File: src/rtl/psram_async_responder_pkg.sv
// Shared definitions for the asynchronous-mode cellular RAM responder:
// one-hot state encodings, default access timings, address width and the
// helper that converts a cycle count into a wait-timer load value.
package psram_async_responder_pkg;

   // External cellular RAM word address width
   localparam int unsigned RAM_ADDR_W = 23;

   // Width of the shared wait timer (covers 1..15 cycles)
   localparam int unsigned TIMER_W = 4;

   // Default timings in clk cycles at 100 MHz
   localparam int unsigned WR_CYCLES_DEF = 7;
   localparam int unsigned RD_CYCLES_DEF = 8;

   // One-hot access sequencer states
   typedef enum logic [5:0] {
      ST_IDLE     = 6'b000001,
      ST_SETUP    = 6'b000010,
      ST_WR_PULSE = 6'b000100,
      ST_WR_HOLD  = 6'b001000,
      ST_RD_WAIT  = 6'b010000,
      ST_RECOV    = 6'b100000
   } state_t;

   // The timer is loaded with N-1 so that its done flag is seen in the
   // N-th cycle of the timed state.
   function automatic logic [TIMER_W-1:0] timer_load(input int unsigned cycles);
      return TIMER_W'(cycles - 1);
   endfunction

endpackage

File: src/rtl/psram_wait_timer.sv
// 4-bit load/decrement counter timing the write pulse and the read wait.
// done is high whenever the count has reached zero.
module psram_wait_timer
   import psram_async_responder_pkg::*;
(
   input  logic               clk,
   input  logic               sys_rst_n,
   input  logic               load,
   input  logic [TIMER_W-1:0] load_val,
   input  logic               dec,
   output logic               done
);

   logic [TIMER_W-1:0] count_reg;

   // Load has priority; decrement stops at zero so done stays asserted
   always_ff @(posedge clk or negedge sys_rst_n) begin
      if (!sys_rst_n) begin
         count_reg <= '0;
      end else if (load) begin
         count_reg <= load_val;
      end else if (dec && (count_reg != '0)) begin
         count_reg <= count_reg - 1'b1;
      end
   end

   assign done = (count_reg == '0);

endmodule

File: src/rtl/psram_async_responder.sv
// Memory-side responder: turns single-word mem_* requests into one
// asynchronous-mode cellular RAM access each. Every RAM strobe comes
// straight from a flop so the pads never see combinational glitches.
// The pad tristate buffer lives in the top-level wrapper.
module psram_async_responder
   import psram_async_responder_pkg::*;
#(
   parameter int unsigned WR_CYCLES = WR_CYCLES_DEF,
   parameter int unsigned RD_CYCLES = RD_CYCLES_DEF
) (
   input  logic                  clk,
   input  logic                  sys_rst_n,
   // request side
   input  logic                  mem_we,
   input  logic                  mem_re,
   input  logic [31:0]           mem_addr,
   input  logic [15:0]           mem_wdata,
   output logic                  mem_rdy,
   output logic [15:0]           mem_rdata,
   output logic                  mem_rvalid,
   output logic [7:0]            drop_cnt,
   // cellular RAM side
   output logic [RAM_ADDR_W-1:0] ram_addr,
   output logic [15:0]           ram_dq_o,
   output logic                  ram_dq_oe,
   input  logic [15:0]           ram_dq_i,
   output logic                  ram_ce_n,
   output logic                  ram_oe_n,
   output logic                  ram_we_n,
   output logic                  ram_lb_n,
   output logic                  ram_ub_n,
   output logic                  ram_adv_n,
   output logic                  ram_clk,
   output logic                  ram_cre
);

   state_t               state_reg;
   logic                 op_write_reg;

   logic                 req;
   logic                 accept;
   logic                 timer_load_en;
   logic                 timer_dec;
   logic                 timer_done;
   logic [TIMER_W-1:0]   timer_val;

   // Upper address bits are outside the RAM and intentionally ignored
   logic                 unused_addr_bits;
   assign unused_addr_bits = ^mem_addr[31:RAM_ADDR_W];

   // Async mode: no burst clock, no address-valid strobe, no config access
   assign ram_adv_n = 1'b0;
   assign ram_clk   = 1'b0;
   assign ram_cre   = 1'b0;

   // mem_rdy is high exactly in IDLE, so it doubles as the accept qualifier
   assign req    = mem_we | mem_re;
   assign accept = req & mem_rdy;

   // Timer is armed during SETUP with the length of the upcoming phase
   assign timer_load_en = (state_reg == ST_SETUP);
   assign timer_val     = op_write_reg ? timer_load(WR_CYCLES) : timer_load(RD_CYCLES);
   assign timer_dec     = (state_reg == ST_WR_PULSE) || (state_reg == ST_RD_WAIT);

   psram_wait_timer u_wait_timer (
      .clk       (clk),
      .sys_rst_n (sys_rst_n),
      .load      (timer_load_en),
      .load_val  (timer_val),
      .dec       (timer_dec),
      .done      (timer_done)
   );

   // Access sequencer; all outputs are registered and change with the state
   always_ff @(posedge clk or negedge sys_rst_n) begin
      if (!sys_rst_n) begin
         state_reg    <= ST_IDLE;
         op_write_reg <= 1'b0;
         mem_rdy      <= 1'b1;
         mem_rdata    <= '0;
         mem_rvalid   <= 1'b0;
         ram_addr     <= '0;
         ram_dq_o     <= '0;
         ram_dq_oe    <= 1'b0;
         ram_ce_n     <= 1'b1;
         ram_oe_n     <= 1'b1;
         ram_we_n     <= 1'b1;
         ram_lb_n     <= 1'b1;
         ram_ub_n     <= 1'b1;
      end else begin
         mem_rvalid <= 1'b0;
         case (state_reg)
            ST_IDLE: begin
               if (accept) begin
                  // A simultaneous write and read resolves to the write
                  op_write_reg <= mem_we;
                  ram_addr     <= mem_addr[RAM_ADDR_W-1:0];
                  if (mem_we) begin
                     ram_dq_o  <= mem_wdata;
                     ram_dq_oe <= 1'b1;
                  end
                  ram_ce_n  <= 1'b0;
                  ram_lb_n  <= 1'b0;
                  ram_ub_n  <= 1'b0;
                  mem_rdy   <= 1'b0;
                  state_reg <= ST_SETUP;
               end
            end

            ST_SETUP: begin
               if (op_write_reg) begin
                  ram_we_n  <= 1'b0;
                  state_reg <= ST_WR_PULSE;
               end else begin
                  ram_oe_n  <= 1'b0;
                  state_reg <= ST_RD_WAIT;
               end
            end

            ST_WR_PULSE: begin
               if (timer_done) begin
                  ram_we_n  <= 1'b1;
                  state_reg <= ST_WR_HOLD;
               end
            end

            ST_WR_HOLD: begin
               // Data and chip enable were held one cycle past we_n rising
               ram_ce_n  <= 1'b1;
               ram_lb_n  <= 1'b1;
               ram_ub_n  <= 1'b1;
               ram_dq_oe <= 1'b0;
               state_reg <= ST_RECOV;
            end

            ST_RD_WAIT: begin
               if (timer_done) begin
                  mem_rdata  <= ram_dq_i;
                  mem_rvalid <= 1'b1;
                  ram_oe_n   <= 1'b1;
                  ram_ce_n   <= 1'b1;
                  ram_lb_n   <= 1'b1;
                  ram_ub_n   <= 1'b1;
                  state_reg  <= ST_RECOV;
               end
            end

            ST_RECOV: begin
               mem_rdy   <= 1'b1;
               state_reg <= ST_IDLE;
            end

            default: begin
               // Illegal encoding: park the bus safely and return to IDLE
               ram_ce_n  <= 1'b1;
               ram_oe_n  <= 1'b1;
               ram_we_n  <= 1'b1;
               ram_lb_n  <= 1'b1;
               ram_ub_n  <= 1'b1;
               ram_dq_oe <= 1'b0;
               mem_rdy   <= 1'b1;
               state_reg <= ST_IDLE;
            end
         endcase
      end
   end

   // Count requests that arrive while busy, saturating at all-ones
   always_ff @(posedge clk or negedge sys_rst_n) begin
      if (!sys_rst_n) begin
         drop_cnt <= '0;
      end else if (req && !mem_rdy && (drop_cnt != 8'hFF)) begin
         drop_cnt <= drop_cnt + 8'd1;
      end
   end

endmodule

File: config.mk
export PLATFORM = sky130hd
export DESIGN_NAME = psram_async_responder
export DESIGN_NICKNAME = d
export VERILOG_FILES = /design/src/rtl/psram_async_responder_pkg.sv /design/src/rtl/psram_wait_timer.sv /design/src/rtl/psram_async_responder.sv
export SDC_FILE = /design/constraint.sdc
export NUM_CORES = 1
export LEC_CHECK = 0
export CORE_UTILIZATION = 30
export DETAILED_ROUTE_END_ITERATION = 6
export GPL_TIMING_DRIVEN = 0
export PLACE_DENSITY = 0.68
export SLEW_MARGIN = 20
export SYNTH_ARGS = -nofsm -noshare
export SYNTH_HDL_FRONTEND = slang
export SYNTH_SLANG_ARGS = --single-unit
export TNS_END_PERCENT = 1
File: constraint.sdc
create_clock -name clk -period 2.1 [get_ports clk]
set_input_delay 0.42 -clock clk [delete_from_list [all_inputs] [get_ports clk]]
set_output_delay 0.42 -clock clk [all_outputs]
set_load 0.01 [all_outputs]
==> out/metrics.csv <==
stage;metric;value;unit
logic_synthesis;syn_area;3536;um^2
cts;post_cts.repair.setup_buffers;0;
pwr;vdd_drop_max;582.3;uV
setup_path;rr_endpoint;mem_rdata[14];
final_layout;n_antenna_cell;0;
route;drtIter0Drc;70;
setup_path;crit_chain;clkdlybuf4s50_1;
final_layout;drive_above_1_share;24.63;%
cts;htree_levels;3;
placed_design;dpl_cell_area;5029;um^2
sta;period_share;92.51;%
cts;cts_hold_buffers;0;
logic_synthesis;ys_ff_latch;80;
sta;timing.hold.ws;11.19;ps
cts;clk_latency;330;ps
final_layout;reg_top3;ram_addr: 23 flops, mem_rdata: 16 flops, ram_dq_o: 16 flops;
cts;cts.clk_slew.worst_paths;60;ps
floorplan;fp.dieW;110.6;um
sta;final_hold_viol_count;0;
global_routing;grt_first_pass_wirelength;13080;um
setup_path;r2r_start;u_wait_timer.count_reg[0];
final_layout;largest_reg_flops;23;
sta;fmax;0.5147;GHz
logic_synthesis;synthFlopType;dfrtp_1;
status;outcome;finished, final reports clean;
sta;clock-skew-final;8.804;ps
final_layout;instances_no_fill;545;
floorplan;start_util;30.83;%
global_routing;grt_pass1_vias;2616;
placed_design;gp_congestion;0.8098;
logic_synthesis;synth_cell_types;44;
logic_synthesis;synth-async-reset-ratio;100.0;%
placed_design;dpl.hpwl;5754;um
pwr;cellPowerDensity;1323;nW/um^2
floorplan;rows;39;
logic_synthesis;synth_edf_count;0;
min_path;hp-class;in -> async;
final_layout;largest_register;ram_addr;
setup_path;cp-start-kind;flop;
setup_path;crit_type;reg -> out;
route;wl;7948;um
floorplan;die_y;110.6;um
sta;tightest_slew;572.8;ps
logic_synthesis;postSynthAreaPerCell;13.87;um^2
cts;clockRootBuffer;clkbuf_16;
logic_synthesis;synth_cells;255;
setup_path;slowest_stage;dfstp_2;
setup_path;rr_worst_depth;6;
setup_path;endpoint_kind;output port;
placed_design;dp_cells;529;
placed_design;port_buffers;128;
route;wl_per_cell;14.58;um
final_layout;design_area;5295;um^2
route;first_pass_iters;4;
cts;cts_tree;done;
floorplan;core;11470;um^2
pwr;p_leak;2.278;nW
setup_path;cp_max_fo;6;
final_layout;fillers;1025;
sta;rsz0062_at_grt;false;
global_routing;grt_max_degree;54;
setup_path;cpLargestDelayFamily;flip-flops;
sta;setup-violations-final;0;
setup_path;arrival;1520;ps
sta;slew_headroom;61.46;%
route;drc;0;
final_layout;area.growth.synth_to_final;49.75;%
global_routing;grt_use_total;13.49;%
setup_path;crit_path_max_incr_delay;620;ps
setup_path;required;1680;ps
sta;period_needed;1943;ps
floorplan;ioPinCount;142;
route;via_per_inst;4.600;
logic_synthesis;yosysSeqAreaShare;56.79;%
cts;ctsResizeCount;0;
setup_path;cp_num_buf_inv;1;
logic_synthesis;synth_warnings;0;
floorplan;die_area;12220;um^2
global_routing;grt_remaining_overflow;0;
sta;slew_viol_final;0;
run;cap_violations;0;
route;drtAntennaViolNets;0;
route;num_vias;2507;
final_layout;nNetsFinal;467;
cts;cts.sinks;80;
cts;cts.path.max_buffers;2;
final_layout;final_util;46.18;%
sta;setup_tns;0;ps
setup_path;regToRegSetupSlack;190;ps
global_routing;antenna_found_initial;0;
cts;cts_made_buffers;9;
cell usage after synthesis (2+ instances only):
cell | n | area share [%]
dfrtp_1 | 75 | 53
mux2_2 | 37 | 12
mux2_4 | 17 | 7.2
xor2_1 | 11 | 2.7
nor2_1 | 10 | 1.1
inv_1 | 8 | 0.85
nand2_1 | 8 | 0.85
buf_4 | 6 | 1.3
nor3_1 | 6 | 0.85
o21ai_0 | 6 | 0.85
dfstp_2 | 5 | 3.7
nand3_1 | 5 | 0.71
nand4_1 | 5 | 0.88
o211ai_1 | 5 | 1.1
buf_2 | 4 | 0.57
buf_6 | 4 | 1.3
clkbuf_1 | 4 | 0.42
a21oi_1 | 3 | 0.42
xnor2_1 | 3 | 0.74
a32o_1 | 2 | 0.57
ha_1 | 2 | 0.71
mux2_1 | 2 | 0.64
nand4b_1 | 2 | 0.50
nor2b_1 | 2 | 0.35
nor3b_2 | 2 | 0.71
nor4_1 | 2 | 0.35
nor4b_1 | 2 | 0.50
layer usage:
metal | GRT usage, % | routed length (um) | vias to the layer above
li1 | - | - | 1181
met1 | 15.86 | 3267 | 1240
met2 | 22.36 | 4054 | 74
met3 | 4.885 | 481 | 12
met4 | 5.333 | 146 | 0
met5 | 0 | 0 | -
placed cells by master, fill, tap and decap left out, types with 7 or more instances in the layout:
cell type	count
buf_4	7
clkbuf_16	9
clkdlybuf4s50_1	127
dfrtp_1	75
inv_1	8
mux2_2	37
mux2_4	17
nand2_1	8
nor2_1	10
xor2_1	11
how the worst max path moves through the flow:
stage	startpoint	cells after the start	endpoint	slack, ps
2_1_floorplan	u_wait_timer.count_reg[0]	6	mem_rdata[14]	410
6_report	mem_rdy	1	mem_rdy	160
3_3_place_gp	sys_rst_n	1	ram_addr[6]	-2260
4_1_cts	ram_ub_n	2	ram_lb_n	130
3_5_place_dp	mem_re	4	ram_addr[8]	-40
5_1_grt	u_wait_timer.count_reg[0]	6	mem_rdata[14]	70
logic make-up (layout without fill, tap and decap cells):
kind of cell               after synthesis  in the layout  share of synthesized area, %
buffers and inverters                   26            171                         4.388
DFF                                     80             80                         56.79
and+or+nand+nor                         52             52                         9.449
adders and majority gates                2              2                        0.7076
muxes                                   56             56                         19.64
xor gates and xnor gates                14             14                         3.468
other                                    1              3                        0.1061
AOI/OAI and AO/OA                       24             24                         5.450
layout make-up:
class / count / area (um^2) / area share (%)
timing repair buffer: 129 / 1306 / 24.67
inverter: 8 / 30.03 / 0.5671
buffer: 18 / 125.1 / 2.363
tap: 143 / 178.9 / 3.379
sequential: 80 / 2008 / 37.93
clock buffer: 11 / 232.7 / 4.395
multi-input combinational: 151 / 1380 / 26.06
clock inverter: 5 / 33.78 / 0.6380
per-stage QoR:
step           total power [mW]  setup slack, ps
6_report                  7.006            157.3
5_1_grt                   7.439            69.60
4_1_cts                   7.106            134.8
3_5_place_dp              5.648           -36.84
3_3_place_gp              5.572            -2264
2_1_floorplan             4.137            414.3
power by group:
part / total, mW / switching, mW / internal (mW)
Clock: 1.41 / 0.608 / 0.799
Sequential: 2.53 / 0.371 / 2.15
Combinational: 3.07 / 1.23 / 1.85
Total: 7.01 / 2.20 / 4.80
Power figures use the tool's default switching activity.
